### src/rtl/pulse_rate_monitor.sv
// Heart-rate front end: synchronises and debounces a pulse input, measures
// inter-beat intervals in prescaled ticks, rejects early beats and flags loss.
module pulse_rate_monitor #(
  parameter int TICK_DIV = 4,
  parameter int DEBOUNCE = 3,
  parameter int REFRACT  = 5,
  parameter int TIMEOUT  = 20,
  parameter int IW       = 8,
  parameter int BW       = 8
) (
  input  logic          clk,
  input  logic          rst,
  input  logic          status_sw,
  input  logic          pulse_btn,
  output logic          beat_o,
  output logic          reject_o,
  output logic [IW-1:0] interval_o,
  output logic          interval_valid_o,
  output logic          lost_o,
  output logic [BW-1:0] beat_count_o,
  output logic          active_o
);

  localparam int PW = (TICK_DIV > 1) ? $clog2(TICK_DIV) : 1;
  localparam int DW = $clog2(DEBOUNCE + 1);
  localparam logic [IW-1:0] TIMEOUT_C = IW'(TIMEOUT);
  localparam logic [IW-1:0] REFRACT_C = IW'(REFRACT);

  typedef enum logic [1:0] {
    S_OFF   = 2'd0,
    S_ARMED = 2'd1,
    S_TRACK = 2'd2,
    S_LOST  = 2'd3
  } state_t;

  state_t        state_q, state_d;
  logic          sw_meta_q, sw_sync_q, pb_meta_q, pb_sync_q;
  logic          db_q, db_d, db_prev_q, cand_q;
  logic [DW-1:0] db_cnt_q, db_cnt_d;
  logic [PW-1:0] presc_q, presc_d;
  logic [IW-1:0] cnt_q, cnt_d, cnt_eff_s;
  logic [IW-1:0] interval_q, interval_d;
  logic [BW-1:0] count_q, count_d;
  logic          beat_q, beat_d, reject_q, reject_d, valid_q, valid_d;
  logic          lost_q, active_q, tick_s;

  // Debounced level flips only after DEBOUNCE consecutive disagreeing samples.
  always_comb begin
    db_d     = db_q;
    db_cnt_d = '0;
    if (pb_sync_q != db_q) begin
      if (db_cnt_q == DW'(DEBOUNCE - 1)) begin
        db_d     = pb_sync_q;
        db_cnt_d = '0;
      end else begin
        db_cnt_d = db_cnt_q + DW'(1);
      end
    end else begin
      db_cnt_d = '0;
    end
  end

  always_ff @(posedge clk) begin
    if (rst) begin
      sw_meta_q <= 1'b0;
      sw_sync_q <= 1'b0;
      pb_meta_q <= 1'b0;
      pb_sync_q <= 1'b0;
      db_q      <= 1'b0;
      db_cnt_q  <= '0;
      db_prev_q <= 1'b0;
      cand_q    <= 1'b0;
    end else begin
      sw_meta_q <= status_sw;
      sw_sync_q <= sw_meta_q;
      pb_meta_q <= pulse_btn;
      pb_sync_q <= pb_meta_q;
      db_q      <= db_d;
      db_cnt_q  <= db_cnt_d;
      db_prev_q <= db_q;
      cand_q    <= db_q & ~db_prev_q;
    end
  end

  assign tick_s    = (state_q != S_OFF) && (presc_q == PW'(TICK_DIV - 1));
  // A tick landing in the same cycle as a beat belongs to the closing interval.
  assign cnt_eff_s = (tick_s && (cnt_q < TIMEOUT_C)) ? (cnt_q + IW'(1)) : cnt_q;

  always_comb begin
    state_d    = state_q;
    cnt_d      = cnt_eff_s;
    interval_d = interval_q;
    count_d    = count_q;
    beat_d     = 1'b0;
    reject_d   = 1'b0;
    valid_d    = 1'b0;
    if (!sw_sync_q) begin
      state_d    = S_OFF;
      cnt_d      = '0;
      interval_d = '0;
      count_d    = '0;
    end else begin
      case (state_q)
        S_OFF: begin
          state_d    = S_ARMED;
          cnt_d      = '0;
          interval_d = '0;
          count_d    = '0;
        end
        S_ARMED, S_LOST: begin
          if (cand_q) begin
            state_d = S_TRACK;
            beat_d  = 1'b1;
            count_d = count_q + BW'(1);
            cnt_d   = '0;
          end else if (cnt_eff_s == TIMEOUT_C) begin
            state_d = S_LOST;
          end else begin
            state_d = state_q;
          end
        end
        S_TRACK: begin
          if (cand_q && (cnt_eff_s < REFRACT_C)) begin
            reject_d = 1'b1;
          end else if (cand_q) begin
            beat_d     = 1'b1;
            valid_d    = 1'b1;
            interval_d = cnt_eff_s;
            count_d    = count_q + BW'(1);
            cnt_d      = '0;
          end else if (cnt_eff_s == TIMEOUT_C) begin
            state_d = S_LOST;
          end else begin
            state_d = S_TRACK;
          end
        end
        default: begin
          state_d    = S_OFF;
          cnt_d      = '0;
          interval_d = '0;
          count_d    = '0;
        end
      endcase
    end
    if ((state_q == S_OFF) || (state_d == S_OFF)) begin
      presc_d = '0;
    end else if (tick_s) begin
      presc_d = '0;
    end else begin
      presc_d = presc_q + PW'(1);
    end
  end

  always_ff @(posedge clk) begin
    if (rst) begin
      state_q    <= S_OFF;
      presc_q    <= '0;
      cnt_q      <= '0;
      interval_q <= '0;
      count_q    <= '0;
      beat_q     <= 1'b0;
      reject_q   <= 1'b0;
      valid_q    <= 1'b0;
      lost_q     <= 1'b0;
      active_q   <= 1'b0;
    end else begin
      state_q    <= state_d;
      presc_q    <= presc_d;
      cnt_q      <= cnt_d;
      interval_q <= interval_d;
      count_q    <= count_d;
      beat_q     <= beat_d;
      reject_q   <= reject_d;
      valid_q    <= valid_d;
      lost_q     <= (state_d == S_LOST);
      active_q   <= (state_d != S_OFF);
    end
  end

  assign beat_o           = beat_q;
  assign reject_o         = reject_q;
  assign interval_o       = interval_q;
  assign interval_valid_o = valid_q;
  assign lost_o           = lost_q;
  assign beat_count_o     = count_q;
  assign active_o         = active_q;

endmodule
### config.mk
export PLATFORM = sky130hd
export DESIGN_NAME = pulse_rate_monitor
export DESIGN_NICKNAME = d
export VERILOG_FILES = /design/src/rtl/pulse_rate_monitor.sv
export SDC_FILE = /design/constraint.sdc
export NUM_CORES = 1
export LEC_CHECK = 0
export ABC_AREA = 1
export CAP_MARGIN = 10
export CORE_ASPECT_RATIO = 0.9
export CORE_MARGIN = 4
export CORE_UTILIZATION = 30
export DETAILED_ROUTE_END_ITERATION = 10
export GPL_TIMING_DRIVEN = 0
export HOLD_SLACK_MARGIN = 0.05
export PLACE_DENSITY_LB_ADDON = 0.15
export SLEW_MARGIN = 20
export SYNTH_ARGS = -nofsm -noshare
export SYNTH_HDL_FRONTEND = slang
export SYNTH_SLANG_ARGS = --single-unit
### constraint.sdc
create_clock -name clk -period 4.85 [get_ports clk]
set_input_delay 0.97 -clock clk [delete_from_list [all_inputs] [get_ports clk]]
set_output_delay 0.97 -clock clk [all_outputs]
set_load 0.02 [all_outputs]
After elaboration in Yosys (flattened, before gate mapping):

Index checks and enable logic that the tools add are counted.

* $lt $le $gt $ge: 2
* equal/unequal tests: 10
* mux-type cells: 21
* $add $sub $neg: 4
* reduce and logical (&&, ||, !) cells: 16
* bitwise gates (word level): 5

Operators with widths (number)
* two-way mux 8 bit: 7
* case mux 8 bit (3 select lines): 2
* adder 8 x 1 -> 8 bit (second input constant): 2
* case mux 8 bit (2 select lines): 1
* == test 2 bit (second input constant): 5
* two-way mux 2 bit: 5
* OR reduction 3 bit: 3
* == test 8 x 5 -> 1 bit (second input constant): 1
* < comparator 8 x 3 -> 1 bit (second input constant): 1
* < comparator 8 x 5 -> 1 bit (second input constant): 1
* case mux 2 bit (3 select lines): 1
* nonzero test 2 bit: 3
* adder 2 x 1 -> 2 bit (second input constant): 2
* zero test 2 bit: 2
* two-way mux 1 bit: 4
* != test 2 bit (second input constant): 2
* inverter 1 bit: 4
* OR reduction 2 bit: 2
* logical AND 1 bit: 3
* AND reduction 3 bit: 1
* == test 2 x 1 -> 1 bit (second input constant): 1
* case mux 1 bit (2 select lines): 1
* AND reduction 2 bit: 1
* bitwise AND 1 bit: 1
* other kinds (2): 2

* output and inout bits: 21
* register bits after elaboration: 42
* word-level logic and storage cells: 76
* input port bits: 4

Longest topological paths before layout:

* depth in word-level cells: 13
* mapped depth: 14
* gate-level depth less buffers: 14

Worst setup path before layout:

No wires, ideal clock.

* path type: input -> register
* start: input port rst
* end: register interval_q[3] (netlist: interval_o[3])
* data arrival time: 1.927 ns
* data required time: 4.763 ns
* slack: 2.836 ns
* cell stages on the path: 7
* library setup time: 0.087 ns
* path buffers: 2
* path through: clkbuf_1 > inv_1 > nand2_1 > inv_1 > clkbuf_1 > nand3_1 > o31ai_1

* word-level cells in the longest chain between the ends: 1

Ends and longest elaborated chain
* start: declaration: line 12 `input logic rst,`
* OR reduction 2 bit (no line)
* end signal: assignment: line 170 `interval_q <= interval_d;`
* end: declaration: line 42 `logic [IW-1:0] interval_q, interval_d;`

Every way passes these cells.
A chain may end at the register's enable or synchronous reset.

Worst setup path after layout:

* start: register count_q[5] (netlist: beat_count_o[5])
* end: output port beat_count_o[5]

RTL lines
* start: declaration: line 43 `logic [BW-1:0] count_q, count_d;`
* start signal: assignment: line 171 `count_q <= count_d;`
* end: declaration: line 20 `output logic [BW-1:0] beat_count_o,`

No word-level cell between the ends.

==> key figures <==
Die
  • Die Ht: 82.11 um
  • Core area: 0.005791 mm2
  • Row count: 26
  • Initial Utilization: 31.61%
  • Die width: 90.34 um
  • Die Area: 0.007417 mm2
  • # IOs: 25

Setup path
  • R2R depth: 13
  • Crit Path Class: register to output pin
  • RR Startpoint: presc_q[0]
  • Endpoint class of the critical path: output pin
  • Critical path required time: 3880 ps
  • CP endpoint: beat_count_o[5]
  • Crit. path cell count: 1
  • Worst path buffer plus inverter count: 1
  • Cell Chain, Critical Path: clkdlybuf4s50_1
  • Critical path arrival: 1340 ps
  • Worst R2R Setup Slack: 2910 ps
  • CP startpoint: beat_count_o[5]
  • Reg-to-Reg End: beat_o
  • Slowest cell on the critical path: clkdlybuf4s50_1
  • CP top delay family: buffers and inverters
  • Crit path largest cell delay: 630 ps
  • Crit path max fanout: 5
  • Critical path launch point type: register

Global route
  • Vias in the first global route: 1400
  • GRT Overall Usage: 11.22%
  • Largest net degree at the start of global routing: 16
  • Antenna violations before repair: 0
  • Grt total ovfl: 0
  • First-pass GRT wire length: 6.651 mm

Yosys
  • Main combinational cell family by area after synthesis: simple AND/OR/NAND/NOR gates
  • Seq/Total Area, Yosys: 45.93%
  • Post-synthesis adder-cell area fraction: 2.734%
  • Netlist cell types: 28
  • Post-Synthesis Cells: 233
  • Yosys reg bits: 42
  • Synth top area share: 45.93%
  • Synthesized Nets: 241
  • Syn. warnings: 0
  • Syn Area/Cell: 7.856 um2
  • Post-Synth Simple-Gate Area: 33.29%
  • Synth Area in XOR/XNOR: 2.871%
  • Proportion of synthesized area in mux cells: 0%
  • Synth area leader: dfxtp_1
  • Syn Std Cell Area: 0.001831 mm2
  • Compound-gate portion of the synthesized area: 6.904%
  • Top cells by area, synth: dfxtp_1 46%, nand2_1 8.4%, nor2_1 7.2%

Finish
  • Total Nets Final: 271
  • Non-filler instance count after layout: 334
  • Final core occ: 38.70%
  • Layout cells sized above 1: 12.12%
  • Layout area overhead: 22.42%
  • Post-route cell area: 0.002241 mm2
  • Diodes inserted: 0

Clock network
  • Total CTS buffers: 5
  • Cts repair resizes: 0
  • Root Driver: clkbuf_8
  • Clock Path Buffers: 2
  • Postcts setup bufs: 0
  • Reg clk slew, reported paths: 90 ps
  • TritonCTS clock tree: yes
  • H-tree levels: 2
  • Worst-Skew Late Latency: 290 ps
  • Clk sinks: 42
  • Post-cts hold buffer count: 0

Timing
  • F_max: 0.4328 GHz
  • Final worst clock skew: 8.025 ps
  • Crit share post-route: 47.64%
  • Minimum clock period: 2311 ps
  • Worst-Margin Slew: 662.6 ps
  • Slew HR: 55.83%
  • RSZ-0062 raised after global routing: false
  • Final hold vios: 0
  • Pins Over Slew Limit: 0
  • Final setup TNS: 0 ps
  • Final Setup Violations: 0

Power
  • Pleak: 0.8595 nW
  • PwrDens: 266.9 mW/mm2
  • Total power draw: 598.1 uW
  • VDD IR-drop max: 0.0001523 V

Detailed routing
  • Drt wl/cell: 11.74 um
  • First-pass DRT Iterations: 4
  • Post-route ant nets: 0
  • Number of remaining DRC errors: 0
  • Via count: 1499
  • Final WL: 3.922 mm
  • Number of vias per cell: 4.488
  • Detailed Route Iter0 Violations: 61

Run
  • Max-cap violations: 0

Placement
  • # placed instances: 326
  • I/O Buffers: 23
  • Placed cell areas: 0.002148 mm2
  • GP Congestion: 0.7221
  • Final HPWL DP: 2.884 mm

Outcome
  • Status: completed

Min path
  • Hold WC Path Type: register to register
[kinds of logic (layout without fill, tap and decap cells)]
group / after synthesis / count (layout)
xor gates and xnor gates: 6 / 6
adders and majority gates: 4 / 4
and+or+nand+nor: 124 / 124
AOI/OAI and AO/OA: 22 / 22
DFF: 42 / 42
buffers and inverters: 35 / 66
[sequential cells by signal (all words and copies together), names as in the netlist, 2 cells and up]
name / flops
beat_count_o: 8
db_cnt_q: 2
interval_o: 8
cnt_q: 8
state_q: 2
presc_q: 2
[synth_stat cells]
master / number
dfxtp_1: 42
a21oi_1: 10
xnor2_1: 3
inv_2: 2
buf_8: 1
nand3_4: 1
xor2_1: 3
nor2_2: 2
buf_6: 1
nor3_1: 5
nand3_2: 1
nor3_2: 5
clkbuf_1: 4
nand2_4: 3
ha_1: 4
o21ai_1: 1
o211ai_1: 1
nand4_1: 2
nor2_1: 35
nand3_1: 23
o21ai_2: 1
nor2_4: 2
inv_1: 26
nand2_1: 41
buf_2: 1
nand2_2: 4
o31ai_1: 4
o21ai_0: 5
[how the worst min path moves through the flow]
| stage | start | depth (start not counted) | endpoint | slack, ps |
|---|---|---|---|---|
| after floorplan | db_prev_q | 1 | cand_q | 370 |
| after global placement | db_prev_q | 1 | cand_q | 380 |
| after detailed placement | db_prev_q | 1 | cand_q | 390 |
| after CTS | db_prev_q | 1 | cand_q | 400 |
| after global routing | sw_meta_q | 2 | sw_sync_q | 430 |
| final | db_prev_q | 1 | cand_q | 400 |
[final cells by class]
cell class | count | area, um2
plain buffers | 7 | 46.29
clock inverters | 3 | 23.77
well taps | 70 | 87.58
clock buffers | 5 | 68.82
fillers | 632 | 3550
flip-flops and latches | 42 | 840.8
multi-input cells | 156 | 838.3
repair buffers | 23 | 230.2
inverters | 28 | 105.1
[per-layer routing]
metal,global-route usage (%),vias up,part of all wire [%]
li1,-,805,-
met1,15.59,668,53
met2,17.52,22,42
met3,2.627,4,3.6
met4,3.211,0,0.92
met5,0,-,0
[cells in the final DEF (no fill, tap or decap), types with 10 or more instances in the layout]
cell type	synthesis	final
clkdlybuf4s50_1	0	23
inv_1	26	26
nand3_1	23	23
nor2_1	35	35
a21oi_1	10	10
nand2_1	41	41
dfxtp_1	42	42
[per-stage QoR]
stage / hold WS, ps / setup slack (ps)
final: 399.9 / 2539
after detailed placement: 387.6 / 2359
after CTS: 401.6 / 2520
after global placement: 378.6 / 2384
after global routing: 430.6 / 2437
after floorplan: 373.2 / 2836
[power by group]
| group | internal, mW | total, mW | switching [mW] |
|---|---|---|---|
| Clock | 0.103 | 0.234 | 0.131 |
| Combinational | 0.00565 | 0.0156 | 0.00998 |
| Sequential | 0.347 | 0.348 | 0.00108 |
(Power assumes the default switching activity.)
